File: config.mk
export PLATFORM = sky130hd
export DESIGN_NAME = usb_device_responder
export DESIGN_NICKNAME = d
export VERILOG_FILES = /design/src/rtl/usb_device_responder.sv
export SDC_FILE = /design/constraint.sdc
export NUM_CORES = 1
export LEC_CHECK = 0
export CAP_MARGIN = 20
export CORE_ASPECT_RATIO = 1.5
export CORE_MARGIN = 2
export CORE_UTILIZATION = 45
export CTS_BUF_LIST = sky130_fd_sc_hd__clkbuf_16
export CTS_CLUSTER_DIAMETER = 30
export DETAILED_ROUTE_END_ITERATION = 10
export MAX_ROUTING_LAYER = met4
export PLACE_DENSITY = 0.86
export SLEW_MARGIN = 20
export SYNTH_ARGS = -nofsm -noshare
export SYNTH_HDL_FRONTEND = slang
export SYNTH_SLANG_ARGS = --single-unit
File: constraint.sdc
create_clock -name clock -period 3.5 [get_ports clock]
set_input_delay 1.05 -clock clock [delete_from_list [all_inputs] [get_ports clock]]
set_output_delay 1.05 -clock clock [all_outputs]
set_load 0.02 [all_outputs]
File: src/rtl/usb_device_responder.sv
// Device-side responder for the host memory protocol: page address OUT, data OUT and data IN,
// bridging the USB packet decoder/encoder to a 64-bit paged memory.
module usb_device_responder #(
  parameter logic [6:0]  DEV_ADDR  = 7'd5,
  parameter logic [3:0]  ADDR_ENDP = 4'd4,
  parameter logic [3:0]  DATA_ENDP = 4'd8,
  parameter int unsigned TIMEOUT   = 255
) (
  input  logic        clock,
  input  logic        reset_n,
  input  logic        rx_valid,
  input  logic [3:0]  rx_pid,
  input  logic [6:0]  rx_addr,
  input  logic [3:0]  rx_endp,
  input  logic [63:0] rx_data,
  input  logic        rx_crc_ok,
  output logic        tx_start,
  output logic [3:0]  tx_pid,
  output logic [63:0] tx_data,
  input  logic        tx_done,
  output logic        mem_rd,
  output logic        mem_wr,
  output logic [15:0] mem_page,
  output logic [63:0] mem_wdata,
  input  logic [63:0] mem_rdata,
  input  logic        mem_ready,
  output logic        page_valid,
  output logic        wr_done,
  output logic        rd_done
);

  localparam int unsigned TimerW = $clog2(TIMEOUT + 1);
  localparam logic [TimerW-1:0] TimeoutCnt = TimerW'(TIMEOUT);

  localparam logic [2:0] StIdle     = 3'd0;
  localparam logic [2:0] StWaitData = 3'd1;
  localparam logic [2:0] StMemWrite = 3'd2;
  localparam logic [2:0] StMemRead  = 3'd3;
  localparam logic [2:0] StSend     = 3'd4;
  localparam logic [2:0] StWaitTx   = 3'd5;
  localparam logic [2:0] StWaitAck  = 3'd6;

  localparam logic [3:0] PidOut   = 4'b0001;
  localparam logic [3:0] PidIn    = 4'b1001;
  localparam logic [3:0] PidData0 = 4'b0011;
  localparam logic [3:0] PidAck   = 4'b0010;
  localparam logic [3:0] PidNak   = 4'b1010;

  logic [2:0]        state_q, state_d;
  logic [TimerW-1:0] timer_q, timer_d;
  logic [3:0]        endp_q, endp_d;
  logic [15:0]       page_q, page_d;
  logic              page_valid_q, page_valid_d;
  logic [3:0]        tx_pid_q, tx_pid_d;
  logic [63:0]       tx_data_q, tx_data_d;
  logic [63:0]       wdata_q, wdata_d;
  logic              tx_start_q, tx_start_d;
  logic              rd_done_q, rd_done_d;
  logic              token_ok;

  assign token_ok = rx_valid & rx_crc_ok & (rx_addr == DEV_ADDR);

  always_comb begin
    state_d      = state_q;
    timer_d      = timer_q;
    endp_d       = endp_q;
    page_d       = page_q;
    page_valid_d = page_valid_q;
    tx_pid_d     = tx_pid_q;
    tx_data_d    = tx_data_q;
    wdata_d      = wdata_q;
    tx_start_d   = 1'b0;
    rd_done_d    = 1'b0;
    case (state_q)
      StIdle: begin
        if (token_ok) begin
          if (rx_pid == PidOut && (rx_endp == ADDR_ENDP || rx_endp == DATA_ENDP)) begin
            state_d = StWaitData;
            endp_d  = rx_endp;
            timer_d = '0;
          end else if (rx_pid == PidIn && rx_endp == DATA_ENDP) begin
            if (page_valid_q) begin
              state_d = StMemRead;
            end else begin
              tx_pid_d = PidNak;
              state_d  = StSend;
            end
          end
        end
      end
      StWaitData: begin
        timer_d = timer_q + 1'b1;
        if (rx_valid) begin
          // Bad CRC or unexpected PID: stay silent so the host times out and retries.
          if (rx_pid != PidData0 || !rx_crc_ok) begin
            state_d = StIdle;
          end else if (endp_q == ADDR_ENDP) begin
            page_d       = rx_data[63:48];
            page_valid_d = 1'b1;
            tx_pid_d     = PidAck;
            state_d      = StSend;
          end else if (page_valid_q) begin
            wdata_d = rx_data;
            state_d = StMemWrite;
          end else begin
            tx_pid_d = PidNak;
            state_d  = StSend;
          end
        end else if (timer_q == TimeoutCnt) begin
          state_d = StIdle;
        end
      end
      StMemWrite: begin
        if (mem_ready) begin
          tx_pid_d = PidAck;
          state_d  = StSend;
        end
      end
      StMemRead: begin
        if (mem_ready) begin
          tx_data_d = mem_rdata;
          tx_pid_d  = PidData0;
          state_d   = StSend;
        end
      end
      StSend: begin
        tx_start_d = 1'b1;
        state_d    = StWaitTx;
      end
      StWaitTx: begin
        if (tx_done) begin
          timer_d = '0;
          state_d = (tx_pid_q == PidData0) ? StWaitAck : StIdle;
        end
      end
      StWaitAck: begin
        timer_d = timer_q + 1'b1;
        if (rx_valid) begin
          rd_done_d = (rx_pid == PidAck) & rx_crc_ok;
          state_d   = StIdle;
        end else if (timer_q == TimeoutCnt) begin
          state_d = StIdle;
        end
      end
      default: state_d = StIdle;
    endcase
  end

  always_ff @(posedge clock or negedge reset_n) begin
    if (!reset_n) begin
      state_q      <= StIdle;
      timer_q      <= '0;
      endp_q       <= '0;
      page_q       <= '0;
      page_valid_q <= 1'b0;
      tx_pid_q     <= '0;
      tx_data_q    <= '0;
      wdata_q      <= '0;
      tx_start_q   <= 1'b0;
      rd_done_q    <= 1'b0;
    end else begin
      state_q      <= state_d;
      timer_q      <= timer_d;
      endp_q       <= endp_d;
      page_q       <= page_d;
      page_valid_q <= page_valid_d;
      tx_pid_q     <= tx_pid_d;
      tx_data_q    <= tx_data_d;
      wdata_q      <= wdata_d;
      tx_start_q   <= tx_start_d;
      rd_done_q    <= rd_done_d;
    end
  end

  assign tx_start   = tx_start_q;
  assign tx_pid     = tx_pid_q;
  assign tx_data    = tx_data_q;
  assign mem_rd     = (state_q == StMemRead);
  assign mem_wr     = (state_q == StMemWrite);
  assign mem_page   = page_q;
  assign mem_wdata  = wdata_q;
  assign page_valid = page_valid_q;
  assign wr_done    = mem_wr & mem_ready;
  assign rd_done    = rd_done_q;

endmodule

==> flow_metrics.tcl <==
set metrics [dict create \
    status "finished clean" \
    final_util 0.721 \
    avgSynthCellArea_sq_um 15.2 \
    reg2reg_from "state_q[0]" \
    combPwrFrac 0.129 \
    syn_nets 589 \
    yosysMostFrequentCell "dfrtp_1" \
    synth_top_family_by_area "multiplexers" \
    syn_inst 439 \
    path_clk_slew_ps 70 \
    yosysTopAreaCellShare 0.624 \
    maxSlewViolCount 0 \
    area.sequential_sq_mm 0.00415 \
    area_delta_synth_final_pct 57.4 \
    path_class "primary input to primary output" \
    ios 303 \
    relSlewSlack 0.540 \
    drtIter0Drc 176 \
    startpoint "mem_ready" \
    p_sw_frac 0.265 \
    worst_slew_pin_slew_ps 688 \
    gr-total-overflow 0 \
    drc_errors 0 \
    finalSetupViolCount 0 \
    p_seq_frac 0.470 \
    drive_above_1_share 0.210 \
    cts_root_buffer "clkbuf_16" \
    coreArea_sq_mm 0.0145 \
    synth-adder-area-share 0.00188 \
    synth-xor-area-share 0.00263 \
    cts_setup_buffers 0 \
    grt_max_degree 79 \
    numCtsBuffers 17 \
    initial_core_util 0.458 \
    static-leakage-power_uw 0.00486 \
    placementRows 54 \
    cts_max_path_buffers 2 \
    max_freq_mhz 304 \
    hold_class "register to register" \
    worstHoldPathCells 1 \
    antenna_left 0 \
    yosys_most_used_dff "dfrtp_1" \
    firstDrtPassIters 4 \
    drv_cap 0 \
    cts_resized 0 \
    cp.arrival_ps 2240 \
    htreeDepth 4 \
    synth_top_cell_by_area "dfrtp_1" \
    grt_first_pass_wirelength_um 28400 \
    synth_mux_area_frac 0.249 \
    async_reset_ff_frac 1.00 \
    ys_seq_area_frac 0.624 \
    synth_compound_area_frac 0.0404 \
    ys_seq_elements 166 \
    power_density_mw_per_mm2 420 \
    end_kind "primary output" \
    multi_input_area_sq_mm 0.00239 \
    syn_area_sq_mm 0.00666 \
    routed_wl_um 18800 \
    r2r_setup_slack_ps 1300 \
    cts_tree "done" \
    wl_per_cell_um 19.6 \
    period_share 0.939 \
    synth_commonest_cells "dfrtp_1 (166), mux2_2 (104), mux2_1 (43)" \
    fin_crit_ps 3290 \
    yosys-top-cells-area "dfrtp_1 (62%), mux2_2 (18%), mux2_1 (7.3%)" \
    avgViaCountPerCell 5.13 \
    synth-edff-count 0 \
    p_int_uw 3230 \
    synth_cell_types 58 \
    crit_path_start_kind "primary input" \
    track_usage 0.248 \
    hold_viol_final 0 \
    finalClockSkew_ps 9.24 \
    hold_buffers 0 \
    synthSimpleGateAreaFrac 0.0652 \
    rsz0062_at_grt "no" \
    num-nets-final 898 \
    r2r_cells 5 \
    grt_pass1_vias 5310 \
    switchingPower_uw 1170 \
    die_w_um 103 \
    dp_hpwl_um 14300 \
    grt_antenna_before_repair 1 \
    die_h_um 153 \
    fill_cells 954 \
    port_buffers 302 \
    die-area_sq_mm 0.0158 \
    gp_congestion 0.890 \
    clkSinkCount 166 \
    peakVddDrop_mv 0.286 \
    clk_latency_ps 420 \
    yosysWarnings 0 \
    num_vias 4913 \
    required_ps 2450 \
    clkPwrFrac 0.401 \
    crit_path_max_fanout 2 \
    fin_setup_tns_ps 0 \
    hold_start "mem_wdata[28]" \
]
-- sequential cells by signal, summed over array words and instances, names as in the netlist --
name / cells
mem_wdata: 64
tx_data: 64
mem_page: 16
timer_q: 8
endp_q: 4
tx_pid: 4
state_q: 3
page_valid: 1
rd_done: 1
tx_start: 1
-- area by class of cell --
type	count	share of cell area
sequential	166	0.397
clock buffer	17	0.0406
tap	196	0.0234
antenna	1	0.000239
clock inverter	15	0.0133
multi-input combinational	252	0.228
timing repair buffer	308	0.297
inverter	3	0.00107
-- layout by cell type (no fill, tap or decap), types with 4 or more instances in the layout --
cell and instances:
clkdlybuf4s50_1 301, dfrtp_1 166, a31oi_1 5, o21ai_0 13, clkbuf_16 17, inv_6 4, nor2_1 11, nor3_1 4
nand2b_1 6, mux2_1 43, nand3_1 5, nand2_1 6, mux2_2 104, inv_8 4
-- worst max-delay path, cell delays in order --
cell	delay [ps]
clkdlybuf4s50_1	470
and2_1	120
clkdlybuf4s50_1	590
-- worst paths after layout --
kind / to
min in group asynchronous: tx_data[12]
max in group asynchronous: mem_page[13]
worst min-delay path: mem_wdata[28]
worst max register to register: mem_wdata[21]
worst max-delay path: wr_done
worst min register to register: mem_wdata[28]
-- per-stage QoR --
step	cells	cell area, sq um	power (uW)	setup slack [ps]	hold slack, ps
after floorplan	439	6660	2320	946	445
after global placement	925	9910	2630	201	463
after detailed placement	925	9910	2660	222	474
after CTS	957	10500	4440	211	488
after global routing	958	10500	4580	173	507
final	958	10500	4400	215	485
-- logic make-up after synthesis --
| group | after synthesis |
|---|---|
| AO/OA/AOI/OAI | 37 |
| XOR/XNOR | 2 |
| adder cells (fa/ha/maj) | 1 |
| buffers and inverters | 21 |
| flip-flops | 166 |
| multiplexers | 147 |
| AND/OR/NAND/NOR | 65 |
-- routing by layer --
metal | GRT usage | share of wire | up-vias
li1 | - | - | 2199
met1 | 0.249 | 0.34 | 2443
met2 | 0.437 | 0.56 | 234
met3 | 0.0663 | 0.067 | 37
met4 | 0.115 | 0.037 | 0
met5 | - | 0 | -
-- power groups by stage --
stage,logic (uW),registers (uW),clock network (uW)
5_1_grt,613,2080,1890
3_3_place_gp,542,2090,0
2_1_floorplan,215,2110,0
6_report,567,2070,1760
3_5_place_dp,563,2100,0
4_1_cts,568,2070,1810
(Power assumes the default switching activity.)
